--- src/rtl/sonar_ranger.sv ---
// rtl/sonar_ranger.sv - ultrasonic ranging engine: trigger pulse, echo timing, result latch
module sonar_ranger #(
    parameter int CYCLES_PER_US = 50,
    parameter int TRIG_US       = 10,
    parameter int TIMEOUT_US    = 30000,
    parameter int HOLDOFF_US    = 60000
) (
    input  logic        clock,
    input  logic        reset,
    input  logic        start,
    input  logic        continuous,
    input  logic        echo_in,
    input  logic        rd_ack,
    output logic        trig_out,
    output logic [31:0] distance_us,
    output logic        valid,
    output logic        timeout,
    output logic        overrun,
    output logic        busy
);

    localparam int              PW       = (CYCLES_PER_US > 1) ? $clog2(CYCLES_PER_US) : 1;
    localparam logic [PW-1:0]   PRE_LAST = PW'(CYCLES_PER_US - 1);
    localparam logic [31:0]     TRIG_LEN = 32'(TRIG_US);
    localparam logic [31:0]     TMO_LEN  = 32'(TIMEOUT_US);
    localparam logic [31:0]     HOLD_LEN = 32'(HOLDOFF_US);

    typedef enum logic [2:0] {
        IDLE,
        TRIG,
        WAIT_RISE,
        MEASURE,
        HOLDOFF
    } state_t;

    state_t        state;
    logic          echo_s1;
    logic          echo_s2;
    logic          echo_d;
    logic          rise_evt;
    logic          fall_evt;
    logic [PW-1:0] presc;
    logic [31:0]   us_cnt;
    logic [31:0]   us_inc;
    logic          tick;
    logic          post_en;
    logic          post_tmo;

    assign tick   = (presc == PRE_LAST);
    assign us_inc = tick ? us_cnt + 32'd1 : us_cnt;

    always_ff @(posedge clock or negedge reset) begin
        if (!reset) begin
            echo_s1  <= 1'b0;
            echo_s2  <= 1'b0;
            echo_d   <= 1'b0;
            rise_evt <= 1'b0;
            fall_evt <= 1'b0;
        end else begin
            echo_s1  <= echo_in;
            echo_s2  <= echo_s1;
            echo_d   <= echo_s2;
            rise_evt <= echo_s2 & ~echo_d;
            fall_evt <= ~echo_s2 & echo_d;
        end
    end

    // A tick landing on the same edge as the fall still counts as a completed microsecond.
    always_comb begin
        post_en  = 1'b0;
        post_tmo = 1'b0;
        if (state == WAIT_RISE && !rise_evt && us_inc >= TMO_LEN) begin
            post_en  = 1'b1;
            post_tmo = 1'b1;
        end
        if (state == MEASURE) begin
            if (fall_evt) begin
                post_en = 1'b1;
            end else if (us_inc >= TMO_LEN) begin
                post_en  = 1'b1;
                post_tmo = 1'b1;
            end
        end
    end

    always_ff @(posedge clock or negedge reset) begin
        if (!reset) begin
            state       <= IDLE;
            presc       <= '0;
            us_cnt      <= '0;
            trig_out    <= 1'b0;
            busy        <= 1'b0;
            distance_us <= '0;
            valid       <= 1'b0;
            timeout     <= 1'b0;
            overrun     <= 1'b0;
        end else begin
            busy     <= (state != IDLE);
            trig_out <= (state == TRIG);
            presc    <= tick ? '0 : presc + 1'b1;
            us_cnt   <= us_inc;

            if (rd_ack) begin
                valid   <= 1'b0;
                overrun <= 1'b0;
            end

            case (state)
                IDLE: begin
                    presc  <= '0;
                    us_cnt <= '0;
                    if (start || continuous) begin
                        state <= TRIG;
                    end
                end
                TRIG: begin
                    if (tick && us_inc == TRIG_LEN) begin
                        state  <= WAIT_RISE;
                        presc  <= '0;
                        us_cnt <= '0;
                    end
                end
                WAIT_RISE: begin
                    if (rise_evt) begin
                        state  <= MEASURE;
                        presc  <= '0;
                        us_cnt <= '0;
                    end
                end
                MEASURE: begin
                end
                HOLDOFF: begin
                    if (tick && us_inc == HOLD_LEN) begin
                        state  <= IDLE;
                        presc  <= '0;
                        us_cnt <= '0;
                    end
                end
                default: state <= IDLE;
            endcase

            // A post overrides a coincident rd_ack: valid stays set and overrun is left alone.
            if (post_en) begin
                distance_us <= post_tmo ? 32'hFFFF_FFFF : us_inc;
                timeout     <= post_tmo;
                valid       <= 1'b1;
                overrun     <= overrun | (valid & ~rd_ack);
                state       <= HOLDOFF;
                presc       <= '0;
                us_cnt      <= '0;
            end
        end
    end

endmodule

--- config.mk ---
export PLATFORM = sky130hd
export DESIGN_NAME = sonar_ranger
export DESIGN_NICKNAME = d
export VERILOG_FILES = /design/src/rtl/sonar_ranger.sv
export SDC_FILE = /design/constraint.sdc
export NUM_CORES = 1
export LEC_CHECK = 0
export ABC_CLOCK_PERIOD_IN_PS = 3300
export BUFFER_PORTS_ARGS = -buffer_cell sky130_fd_sc_hd__buf_4
export CAP_MARGIN = 10
export CORE_ASPECT_RATIO = 1.4
export CORE_MARGIN = 2
export CORE_UTILIZATION = 54
export DETAILED_ROUTE_END_ITERATION = 8
export GPL_TIMING_DRIVEN = 0
export PLACE_DENSITY = 0.83
export SLEW_MARGIN = 40
export SYNTH_ARGS = -nofsm -noshare
export SYNTH_HDL_FRONTEND = slang
export SYNTH_SLANG_ARGS = --single-unit
--- constraint.sdc ---
create_clock -name clock -period 3.3 [get_ports clock]
set_clock_uncertainty 0.15 [all_clocks]
set_input_delay 0.495 -clock clock [delete_from_list [all_inputs] [get_ports clock]]
set_output_delay 0.495 -clock clock [all_outputs]
set_load 0.03 [all_outputs]
# Word-level counts from Yosys, hierarchy flattened
# Index checks and enable logic that the tools add are counted.
word_totals:
  ff_bits: 83
  wordCells: 74
classes:
  add_sub_neg: 2
  n_lt_le_gt_ge: 1
  eq_ne: 12
  n_mux: 28
  n_bitwise: 7
  reduce_logical: 10
op_table:
  columns: ["operator", "count"]
  rows:
  - ["32-bit two-way mux", 6]
  - ["32-bit one-hot mux with 4 select lines", 1]
  - ["32-bit by 1-bit adder with 32-bit output, second input constant", 1]
  - ["32-bit by 16-bit equality test with 1-bit output, second input constant", 1]
  - ["32-bit by 4-bit equality test with 1-bit output, second input constant", 1]
  - ["32-bit by 15-bit greater-or-equal comparator with 1-bit output, second input constant", 1]
  - ["6-bit two-way mux", 5]
  - ["6-bit one-hot mux with 4 select lines", 1]
  - ["3-bit two-way mux", 5]
  - ["3-bit one-hot mux with 5 select lines", 1]
  - ["1-bit two-way mux", 9]
  - ["3-bit inequality test, second input constant", 3]
  - ["6-bit by 1-bit adder with 6-bit output, second input constant", 1]
  - ["3-bit by 2-bit equality test with 1-bit output, second input constant", 2]
  - ["6-bit equality test, second input constant", 1]
  - ["5-bit AND reduction", 1]
  - ["1-bit logical AND", 4]
  - ["1-bit bitwise AND", 3]
  - ["3-bit by 1-bit equality test with 1-bit output, second input constant", 1]
  - ["3-bit equality test, second input constant", 1]
  - ["3-bit logical NOT", 1]
  - ["3-bit by 2-bit inequality test with 1-bit output, second input constant", 1]
  - ["1-bit NOT", 3]
  - ["3-bit nonzero test", 1]
  - ["other kinds (5)", 5]

# Longest topological paths before layout
depth:
  depth_word: 10
  mapped_depth: 14

# Worst setup path before layout
# No wires, ideal clock.
synth_timing:
  path_kind: "reg2reg"
  startpoint: "register presc[1]"
  endpoint: "register overrun"
  setup_time_ns: 0.126
  arrival_ns: 2.906
  t_required_ns: 3.024
  setup_slack_ns: 0.118
  stages_incl_launch_ff: 14
  synth_period_minus_slack_ns: 3.182
  cell_sequence: "dfrtp_1 -> inv_1 -> ha_1 -> and4b_1 -> buf_2 -> nand3_2 -> or2_1 -> clkbuf_1 -> o31a_1 -> nor4b_2 -> and4bb_1 -> nor2_2 -> buf_6 -> a311o_1"
synth_via:
  elab_chain_cells: 9
  word_cells_on_any_way: 10
synth_rtl:
  columns: ["item", "line", "source"]
  rows:
  - ["start, declared", "42", "logic [PW-1:0] presc;"]
  - ["start signal, assigned", "100", "presc <= tick ? '0 : presc + 1'b1;"]
  - ["6-bit equality test *", "49", "assign tick = (presc == PRE_LAST);"]
  - ["32-bit two-way mux *", "50", "assign us_inc = tick ? us_cnt + 32'd1 : us_cnt;"]
  - ["32-bit by 15-bit greater-or-equal comparator with 1-bit output *", "72, 79", null]
  - ["1-bit logical AND", "72", "if (state == WAIT_RISE && !rise_evt && us_inc >= TMO_LEN) begin"]
  - ["1-bit two-way mux", "72", null]
  - ["1-bit two-way mux", "79", "end else if (us_inc >= TMO_LEN) begin"]
  - ["1-bit two-way mux", "77", "if (fall_evt) begin"]
  - ["1-bit two-way mux *", "76", "if (state == MEASURE) begin"]
  - ["1-bit two-way mux / 2-bit nonzero test (equally long branches)", null, null]
  - ["end signal, assigned", "147", "overrun <= overrun | (valid & ~rd_ack);"]
  - ["end, declared", "18", "output logic overrun,"]
# Every way passes the cells marked *; elsewhere a longest branch is shown, timed or not.
# A chain may end at the register's enable or synchronous reset.

# Final worst setup path
layout_timing:
  startpoint: "register presc[1]"
  endpoint: "register distance_us[1]"
layout_via:
  elab_chain_cells: 9
  word_cells_on_any_way: 11
layout_rtl:
  columns: ["item", "line", "source"]
  rows:
  - ["6-bit equality test *", "49", null]
  - ["32-bit two-way mux *", "50", null]
  - ["32-bit by 15-bit greater-or-equal comparator with 1-bit output", "72, 79", null]
  - ["1-bit logical AND", "72", null]
  - ["1-bit two-way mux", "72", null]
  - ["1-bit two-way mux", "79", null]
  - ["1-bit two-way mux", "77", null]
  - ["1-bit two-way mux", "76", null]
  - ["32-bit two-way mux", "144", "distance_us <= post_tmo ? 32'hFFFF_FFFF : us_inc;"]
  - ["end signal, assigned", "144", null]
  - ["end, declared", "15", "output logic [31:0] distance_us,"]
# Marked as above.

==> impl_metrics.yaml <==
outcome:
  status: "finished, violations left"
  violations: "setup timing"
worst_setup_path:
  rr_startpoint: "presc[1]"
  arrival_ns: 3.63
  rrSetupSlack_ns: -0.23
  startpoint: "presc[1]"
  cp-endpoint: "distance_us[1]"
  crit_type: "reg2reg"
  endpoint_kind: "flip-flop"
  cp_max_fo: 10
  r2r_cells: 15
  cp-start-kind: "flip-flop"
  cp.required_ns: 3.41
  timing.rr.end: "distance_us[1]"
placed_design:
  dp_hpwl_um: 8376
  dp_slack_ns: -0.6941
  gp_congestion: 0.9615
  dpl_cell_area_sq_um: 5106
  portBuffers: 42
  placed_cells: 603
synthesis:
  syn_area_sq_um: 4654
  postSynthCellCount: 456
  synth_edf_count: 0
  seq_area_frac_synth: 0.4462
  ys_types: 71
  syn-mean-instance-area_sq_um: 10.21
  synth_flop_cell: "dfrtp_1"
  yosys_register_bits: 83
  synth_fp_nets: 465
  synth-warning-count: 0
  synthArstFlopShare: 1.000
detailed_routing:
  top_layer: "met4"
  dr_wl_met3_um: 908
  drtPass1Iterations: 5
  dr_total_vias: 4360
  wl_per_cell_um: 21.39
  initialDrtViolationCount: 335
  wl_met2_um: 7154
  vias_per_cell: 6.656
  antenna_left: 0
  wl_met1_um: 5152
  drc: 0
  finalWirelength_um: 14010
cells_and_area:
  fin_area_sq_um: 6304
  final_cell_mix: "79 x dfrtp_1, 78 x buf_4, 30 x a2bb2oi_1"
  diodes: 0
  final_nets: 554
  layout_commonest_cell: "dfrtp_1"
  drive_gt1_frac: 0.3655
  stdcell_count: 655
  area_delta_synth_final_pct: 35.43
sta:
  fmax_mhz: 283.7
  tightest_slew_ns: 0.9909
  fin_setup_tns_ns: -11.78
  hold_viol_final: 0
  finalSetupViolations: 75
  slew_headroom: 0.3370
  fin_ws_ns: -0.2254
  rsz0062_at_grt: "yes"
  fin_crit_sh: 1.068
  min_period_ns: 3.525
  slew_viol_final: 0
global_route:
  grt_pass1_vias: 4121
  grtUsageTotal: 0.2879
  grt-ovfl-total: 0
  grt_first_pass_wirelength_um: 20500
  grt_start_max_net_pins: 84
  antenna_found_initial: 0
floorplan:
  die_x_um: 82.47
  core_sq_um: 8458
  ios: 43
  start_util: 0.5503
  die-area_sq_um: 9389
  die_h_um: 113.9
  rows: 40
worst_hold_path:
  min_path_type: "in2async"
pwr:
  leakagePower_nw: 2.598
  power.density_nw_per_um2: 326.6
  ir_worst_vdd_mv: 0.2861
  power.total_mw: 2.059
cts:
  h-tree-depth: 3
  clkSinkCount: 83
  cts_tree: "built"
  worstSkewPairLatency_ns: 0.35
  postCtsHoldBufs: 0
  clk_path_buf_depth: 2
  cts-buffers-inserted: 9
  cts-root-buf: "clkbuf_16"
  clkTransAtPathRegs_ns: 0.06
run:
  maxCapViolations: 0
cells by family (layout without fill, tap and decap cells):
| kind of cell | count (synthesis) | in the layout | synth area share |
|---|---|---|---|
| AOI/OAI and AO/OA | 103 | 103 | 0.1806 |
| xor gates and xnor gates | 35 | 35 | 0.06586 |
| adders and majority gates | 3 | 3 | 0.008065 |
| buffers and inverters | 48 | 142 | 0.05779 |
| DFF | 83 | 83 | 0.4462 |
| muxes | 2 | 2 | 0.004301 |
| and+or+nand+nor | 182 | 182 | 0.2371 |
registers in the layout, summed over array words and instances (netlist names):
| register | cells |
|---|---|
| presc | 6 |
| echo_d | 1 |
| echo_s1 | 1 |
| overrun | 1 |
| fall_evt | 1 |
| valid | 1 |
| state | 3 |
| echo_s2 | 1 |
| busy | 1 |
| rise_evt | 1 |
| trig_out | 1 |
| timeout | 1 |
| us_cnt | 32 |
| distance_us | 32 |
repair_timing:
action	in CTS	in global routing
cloned	3	1
endpoints found under the setup margin	75	75
pin swaps	16	26
resized for setup	54	68
buffers inserted	20	14
worst max-delay path, cell delays in order (launching register included):
cell and delay [ns]:
dfrtp_1 0.39, inv_1 0.07, ha_2 0.17, and4b_2 0.26, buf_6 0.15, nand4_1 0.21, buf_4 0.22, nor3_2 0.18
o32ai_2 0.14, a2111oi_2 0.35, buf_4 0.19, and4bb_2 0.27, nor2_4 0.18, buf_6 0.18, buf_8 0.15, a2bb2oi_1 0.19
area by class of cell:
cell class | count | area [sq um]
timing repair buffer | 79 | 661.9
fill | 537 | 2155
clock inverter | 4 | 50.05
multi-input combinational | 325 | 2765
buffer | 37 | 329.1
tap | 105 | 131.4
clock buffer | 12 | 246.5
sequential | 83 | 2082
inverter | 10 | 37.54
layer usage:
layer  GRT usage  up-vias
met1      0.3363     2145
met3     0.04589       69
li1            -     1899
met5           0        -
met2      0.4925      247
met4      0.1567        0
cells in the mapped netlist, types with 4 or more instances:
library cell  instances  area [sq um]
nor4_1                9         56.30
inv_1                 9         33.78
o21ai_0              12         60.06
xnor2_1              23         201.4
and3_1                8         50.05
and4_1                4         35.03
clkbuf_1             10         37.54
or3_1                 6         37.54
nor3_2                9         90.09
buf_4                 7         52.55
buf_2                14         70.07
a2bb2oi_1            32         280.3
or4_1                 4         30.03
a2111oi_1             5         50.05
and2_1                8         50.05
xor2_1               12         105.1
o31a_1                4         35.03
o31ai_1               4         30.03
nor2b_1               5         31.28
nor2_1               25         93.84
nand4_1              16         100.1
nand3_1              15         75.07
buf_6                 6         67.56
nand2_1              19         71.32
a21oi_1              10         50.05
dfrtp_1              83          2077
nor3_1               32         160.2
how the worst min path moves through the flow:
stage,cells after the start,to
floorplan,0,busy
global placement,0,echo_s2
detailed placement,0,echo_s2
CTS,1,us_cnt[28]
global route,1,echo_s2
finish,1,busy
power by group:
part	switching, mW	internal, mW
Sequential	0.00128	1.02
Clock	0.405	0.606
Combinational	0.0206	0.00511
Total	0.427	1.63
per-stage QoR:
stage          hold WS, ns  utilization
5_1_grt            0.09793       0.7453
4_1_cts            0.08281       0.6865
2_1_floorplan      0.04941            -
3_3_place_gp        0.1843       0.6031
6_report           0.03354       0.7453
3_5_place_dp        0.1910       0.6037
(Power assumes the default switching activity.)
